==> src/rtl/dist_ram_fifo_if.sv <==
// Stream bundle for dist_ram_fifo: write side (S_*), read side (M_*) and fill level.
// ALMOST_FULL/ALMOST_EMPTY exist only when DIST_RAM_FIFO_ALMOST_EN is defined.
interface dist_ram_fifo_if #(
  parameter int WIDTH      = 8,
  parameter int DEPTH_LOG2 = 5
);
  logic                    S_VALID;
  logic                    S_READY;
  logic [WIDTH-1:0]        S_DATA;
  logic                    M_VALID;
  logic                    M_READY;
  logic [WIDTH-1:0]        M_DATA;
  logic [DEPTH_LOG2+1:0]   LEVEL;
`ifdef DIST_RAM_FIFO_ALMOST_EN
  logic                    ALMOST_FULL;
  logic                    ALMOST_EMPTY;
`endif

  // master: producer/consumer around the FIFO; slave: the FIFO itself
  modport master (
    output S_VALID, S_DATA, M_READY,
    input  S_READY, M_VALID, M_DATA, LEVEL
`ifdef DIST_RAM_FIFO_ALMOST_EN
    , input ALMOST_FULL, ALMOST_EMPTY
`endif
  );

  modport slave (
    input  S_VALID, S_DATA, M_READY,
    output S_READY, M_VALID, M_DATA, LEVEL
`ifdef DIST_RAM_FIFO_ALMOST_EN
    , output ALMOST_FULL, ALMOST_EMPTY
`endif
  );
endinterface

==> src/rtl/dist_ram_fifo.sv <==
// Async-read RAM FIFO plus one output register; write-to-M_VALID latency 2 edges, capacity 2^DEPTH_LOG2+1.
// S_READY depends only on registered RAM occupancy; optional flags under DIST_RAM_FIFO_ALMOST_EN.
module dist_ram_fifo #(
  parameter int WIDTH      = 8,
  parameter int DEPTH_LOG2 = 5,
  parameter int AFULL_THR  = 28,
  parameter int AEMPTY_THR = 2
) (
  input  logic           CLK,
  input  logic           RSTN,
  dist_ram_fifo_if.slave bus
);

  localparam int LW = DEPTH_LOG2 + 2;
  localparam logic [DEPTH_LOG2:0]   RAM_DEPTH = {1'b1, {DEPTH_LOG2{1'b0}}};
  localparam logic [DEPTH_LOG2-1:0] PTR_ONE   = DEPTH_LOG2'(1);
  localparam logic [DEPTH_LOG2:0]   CNT_ONE   = (DEPTH_LOG2 + 1)'(1);

  if (WIDTH < 1 || WIDTH > 64 || DEPTH_LOG2 < 4 || DEPTH_LOG2 > 6 ||
      AFULL_THR < 0 || AEMPTY_THR < 0) begin : g_bad_param
    $error("dist_ram_fifo: parameter out of range");
  end

  logic [WIDTH-1:0]      mem [2**DEPTH_LOG2];

  logic [DEPTH_LOG2-1:0] wr_ptr_q, wr_ptr_d;
  logic [DEPTH_LOG2-1:0] rd_ptr_q, rd_ptr_d;
  logic [DEPTH_LOG2:0]   ram_count_q, ram_count_d;
  logic                  m_valid_q, m_valid_d;
  logic [WIDTH-1:0]      m_data_q, m_data_d;
  logic [LW-1:0]         level_q, level_d;
  logic                  s_ready;
  logic                  wr_en;
  logic                  ld_en;

  always_comb begin
    wr_ptr_d    = wr_ptr_q;
    rd_ptr_d    = rd_ptr_q;
    ram_count_d = ram_count_q;
    m_valid_d   = m_valid_q;
    m_data_d    = m_data_q;

    s_ready = (ram_count_q != RAM_DEPTH);
    wr_en   = bus.S_VALID & s_ready;
    // refill the output register whenever it is empty or being consumed
    ld_en   = (~m_valid_q | bus.M_READY) & (ram_count_q != '0);

    if (wr_en) begin
      wr_ptr_d = wr_ptr_q + PTR_ONE;
    end

    if (ld_en) begin
      rd_ptr_d  = rd_ptr_q + PTR_ONE;
      m_valid_d = 1'b1;
      m_data_d  = mem[rd_ptr_q];
    end else if (m_valid_q & bus.M_READY) begin
      m_valid_d = 1'b0;
    end

    case ({wr_en, ld_en})
      2'b10:   ram_count_d = ram_count_q + CNT_ONE;
      2'b01:   ram_count_d = ram_count_q - CNT_ONE;
      default: ram_count_d = ram_count_q;
    endcase

    level_d = LW'(ram_count_d) + LW'(m_valid_d);
  end

  // storage is deliberately not reset; pointers make stale words unreachable
  always_ff @(posedge CLK) begin
    if (wr_en) begin
      mem[wr_ptr_q] <= bus.S_DATA;
    end
  end

  always_ff @(posedge CLK or negedge RSTN) begin
    if (!RSTN) begin
      wr_ptr_q    <= '0;
      rd_ptr_q    <= '0;
      ram_count_q <= '0;
      m_valid_q   <= 1'b0;
      m_data_q    <= '0;
      level_q     <= '0;
    end else begin
      wr_ptr_q    <= wr_ptr_d;
      rd_ptr_q    <= rd_ptr_d;
      ram_count_q <= ram_count_d;
      m_valid_q   <= m_valid_d;
      m_data_q    <= m_data_d;
      level_q     <= level_d;
    end
  end

  assign bus.S_READY = s_ready;
  assign bus.M_VALID = m_valid_q;
  assign bus.M_DATA  = m_data_q;
  assign bus.LEVEL   = level_q;

`ifdef DIST_RAM_FIFO_ALMOST_EN
  localparam logic [LW-1:0] AFULL_L  = LW'(AFULL_THR);
  localparam logic [LW-1:0] AEMPTY_L = LW'(AEMPTY_THR);

  logic afull_q, afull_d;
  logic aempty_q, aempty_d;

  // flags track the level being registered this edge, so they move with LEVEL
  always_comb begin
    afull_d  = (level_d >= AFULL_L);
    aempty_d = (level_d <= AEMPTY_L);
  end

  always_ff @(posedge CLK or negedge RSTN) begin
    if (!RSTN) begin
      afull_q  <= 1'b0;
      aempty_q <= 1'b1;
    end else begin
      afull_q  <= afull_d;
      aempty_q <= aempty_d;
    end
  end

  assign bus.ALMOST_FULL  = afull_q;
  assign bus.ALMOST_EMPTY = aempty_q;
`endif

endmodule

==> src/flat_wrapper.sv <==
// flat-port wrapper written by rule: the top's interface ports become plain ports
module dist_ram_fifo_flat 
#(
  parameter int WIDTH      = 8,
  parameter int DEPTH_LOG2 = 5,
  parameter int AFULL_THR  = 28,
  parameter int AEMPTY_THR = 2
)
  (CLK, RSTN, bus_S_VALID, bus_S_DATA, bus_M_READY, bus_S_READY, bus_M_VALID, bus_M_DATA, bus_LEVEL);
  dist_ram_fifo_if #(.WIDTH(WIDTH), .DEPTH_LOG2(DEPTH_LOG2)) bus_i ();
  input  logic CLK;
  input  logic RSTN;
  input wire logic [$bits(bus_i.S_VALID)-1:0] bus_S_VALID;
  input wire logic [$bits(bus_i.S_DATA)-1:0] bus_S_DATA;
  input wire logic [$bits(bus_i.M_READY)-1:0] bus_M_READY;
  output wire logic [$bits(bus_i.S_READY)-1:0] bus_S_READY;
  output wire logic [$bits(bus_i.M_VALID)-1:0] bus_M_VALID;
  output wire logic [$bits(bus_i.M_DATA)-1:0] bus_M_DATA;
  output wire logic [$bits(bus_i.LEVEL)-1:0] bus_LEVEL;
  assign bus_i.S_VALID = bus_S_VALID;
  assign bus_i.S_DATA = bus_S_DATA;
  assign bus_i.M_READY = bus_M_READY;
  assign bus_S_READY = bus_i.S_READY;
  assign bus_M_VALID = bus_i.M_VALID;
  assign bus_M_DATA = bus_i.M_DATA;
  assign bus_LEVEL = bus_i.LEVEL;
  dist_ram_fifo #(.WIDTH(WIDTH), .DEPTH_LOG2(DEPTH_LOG2), .AFULL_THR(AFULL_THR), .AEMPTY_THR(AEMPTY_THR)) u_core (.CLK(CLK), .RSTN(RSTN), .bus(bus_i));
endmodule
==> config.mk <==
export PLATFORM = sky130hd
export DESIGN_NAME = dist_ram_fifo_flat
export DESIGN_NICKNAME = d
export VERILOG_FILES = /design/src/rtl/dist_ram_fifo_if.sv /design/src/rtl/dist_ram_fifo.sv /design/src/flat_wrapper.sv
export SDC_FILE = /design/constraint.sdc
export NUM_CORES = 1
export LEC_CHECK = 0
export CAP_MARGIN = 5
export CORE_MARGIN = 2
export CORE_UTILIZATION = 30
export CTS_CLUSTER_SIZE = 16
export DETAILED_ROUTE_END_ITERATION = 16
export GPL_ROUTABILITY_DRIVEN = 0
export GPL_TIMING_DRIVEN = 1
export HOLD_SLACK_MARGIN = 0.08
export PLACE_DENSITY = 0.55
export REMOVE_ABC_BUFFERS = 1
export SYNTH_ARGS = -nofsm -noshare
export SYNTH_HDL_FRONTEND = slang
export SYNTH_SLANG_ARGS = --single-unit
==> constraint.sdc <==
create_clock -name CLK -period 4.4 [get_ports CLK]
set_clock_uncertainty 0.2 [all_clocks]
set_input_delay 0.66 -clock CLK [delete_from_list [all_inputs] [get_ports CLK]]
set_output_delay 0.66 -clock CLK [all_outputs]
set_load 0.02 [all_outputs]
==> impl_metrics.ini <==
[setup_path]
cp-start-kind = register
cp.required_ns = 4.67
worstSetupPathType = reg2reg
worstPathCellList = or4_4 > o32ai_4 > buf_4 > inv_2 > nand2_4 > xnor2_1 > ha_1 > a21oi_1 > a21boi_1 > nor3_2 > xor2_2 > and4bb_1 > xnor2_1
cpLargestDelayFamily = simple AND/OR/NAND/NOR gates
critPathMaxFanout = 21
arrival_ns = 3.82
critPathSlowestCell = or4_4
crit_top_cell = xnor2_1
path_buf_inv = 2
end_kind = register
max_stage_delay_ns = 0.57

[synth]
synth_top_area_share_pct = 67.3
synthFlopType = edfxtp_1
yosysWarnings = 0
synth.most_common_cell = edfxtp_1
synth-seq-area-share_pct = 74.3
syn_avg_cell_area_sq_um = 20.7
synth_cell_types = 45
async_flop_share_pct = 11.1
yosys.area.top_type = edfxtp_1
synth_area_leaders = edfxtp_1 (67%), mux4_2 (16%), dfrtp_1 (7.0%)
ys_ff_latch = 288
synth_area_sq_um = 11400
synth_cells = 552
synth_common_cells = edfxtp_1 (256), mux4_2 (80), nor2_1 (39)
synth-edff-count = 256

[clocking]
htree_levels = 1
clock_sinks = 288
clk_pin_slew_ns = 0.06
post_cts_buffers = 0
hold_buffers = 0
cts_buffer_depth = 3
clk-insertion-delay-late_ns = 0.58
cts.repair.resized = 0
clock-root-buffer = clkbuf_16
cts_tree = built
numCtsBuffers = 30

[routing]
routed_wl_um = 23900
vias_per_cell = 4.77
final_antenna_net_count = 0
dr.pass1.iters = 5
drcViolationCount = 0
vias = 5392
drt_iter0_markers = 494
routedWlPerCell_um = 21.1

[cells_and_area]
regArea_sq_um = 8490
fillers = 3444
multi_input_area_sq_um = 2770
finalInstanceArea_sq_um = 13400
area_growth_pct = 17.0
nNetsFinal = 617
diodes = 0
drive_gt1_share_pct = 24.8

[die]
ios = 29
core_sq_um = 37600
start_util_pct = 30.4
die-area_sq_um = 39700
rows = 71
die-height_um = 199
dieWidth_um = 199

[sta]
rsz0062_at_grt = false
hold_viol_final = 0
layout_min_cycle_time_ns = 3.55
worstMarginPinSlew_ns = 1.28
setup_viol = 0
worst_slew_margin_rel_pct = 14.3
period_share_pct = 80.7
max_freq_mhz = 282
slew_viol_final = 0
setup_slack_ns = 0.851
finalSetupTns_ns = 0

[pwr]
leakagePower_uw = 0.00425
power.density_nw_per_um2 = 644
peakVddDrop_mv = 0.319
totalPowerFinal_uw = 8610

[global_routing]
grt-ovfl-total = 0
grt_pass1_wl_um = 35900
antenna_found_initial = 0
grt_pass1_vias = 5571
grt_usage_pct = 12.3
grt_max_degree = 34

[hold_path]
hold_class = in2async

[job]
cap_violations = 0

[placed_design]
place_ws_ns = 0.840
post-dp-hpwl_um = 15100
port_buffers = 28
dpl_cell_area_sq_um = 12300

[status]
status = finished clean
[layer usage]
metal	track usage, %	share of wire, %	vias to the layer above
li1	-	-	2326
met1	18.2	46	2868
met2	18.8	46	166
met3	2.40	6.0	32
met4	2.79	1.7	0
met5	0	0	-
[where the power goes]
| part | internal (uW) | total, uW | switching [uW] |
|---|---|---|---|
| clock network | 1490 | 2540 | 1040 |
| registers | 3270 | 3720 | 440 |
| logic | 1230 | 2350 | 1120 |
[flip-flops by register name, summed over array words and instances, names as in the netlist]
register	flops
u_core.ram_count_q	6
u_core.bus.M_VALID	1
u_core.bus.M_DATA	8
u_core.rd_ptr_q	5
u_core.wr_ptr_q	5
u_core.bus.LEVEL	7
u_core.mem	256
[path summary, 6_finish.rpt]
kind	start	endpoint	slack, ns	cells after the start
min in group CLK	u_core.bus.M_DATA[7]$_DFFE_PN0P_	u_core.bus.M_DATA[7]$_DFFE_PN0P_	0.33	2
max in group asynchronous	RSTN	u_core.rd_ptr_q[0]$_DFFE_PN0P_	3.32	2
worst min register to register	u_core.bus.M_DATA[7]$_DFFE_PN0P_	u_core.bus.M_DATA[7]$_DFFE_PN0P_	0.33	2
worst max-delay path	u_core.ram_count_q[2]$_DFF_PN0_	u_core.bus.LEVEL[5]$_DFF_PN0_	0.85	13
worst max register to register	u_core.ram_count_q[2]$_DFF_PN0_	u_core.bus.LEVEL[5]$_DFF_PN0_	0.85	13
worst min-delay path	RSTN	u_core.wr_ptr_q[4]$_DFFE_PN0P_	0.31	2
[logic make-up (layout without fill, tap and decap cells)]
logic type                 Yosys count  in the layout  synth area share, %
buffers and inverters               38            106                 1.42
DFF                                288            288                 74.3
AOI/OAI and AO/OA                   25             25                 1.46
muxes                               92             92                 16.9
xor gates and xnor gates            17             17                 1.44
adders and majority gates            9              9                0.986
and+or+nand+nor                     83             83                 3.53
[stage by stage]
stage                     util, %  std cells  hold WS [ns]
after global placement       32.8       1074         0.324
after detailed placement     32.8       1074         0.318
final                        35.6       1131         0.312
after global routing         35.6       1131         0.337
after CTS                    35.5       1130         0.299
after floorplan                 -        522         0.164
[cell type report]
class	count	area share (%)
Clock buffer	34	5.73
Clock inverter	22	1.82
Inverter	8	0.225
Multi-Input combinational cell	226	20.7
Sequential cell	288	63.6
Tap cell	511	4.79
Timing Repair Buffer	42	3.13
[placed cells by master, fill, tap and decap left out, types with 7 or more instances in the layout]
cell type / Yosys / layout
buf_4: 0 / 12
clkbuf_16: 0 / 30
clkdlybuf4s50_1: 0 / 28
clkinv_1: 1 / 7
dfrtp_1: 32 / 30
edfxtp_1: 256 / 256
ha_1: 9 / 9
mux2i_1: 9 / 9
mux4_2: 80 / 80
nand2_1: 18 / 18
nor2_1: 39 / 39
o21ai_1: 13 / 13
xnor2_1: 14 / 14
(Power assumes the default switching activity.)
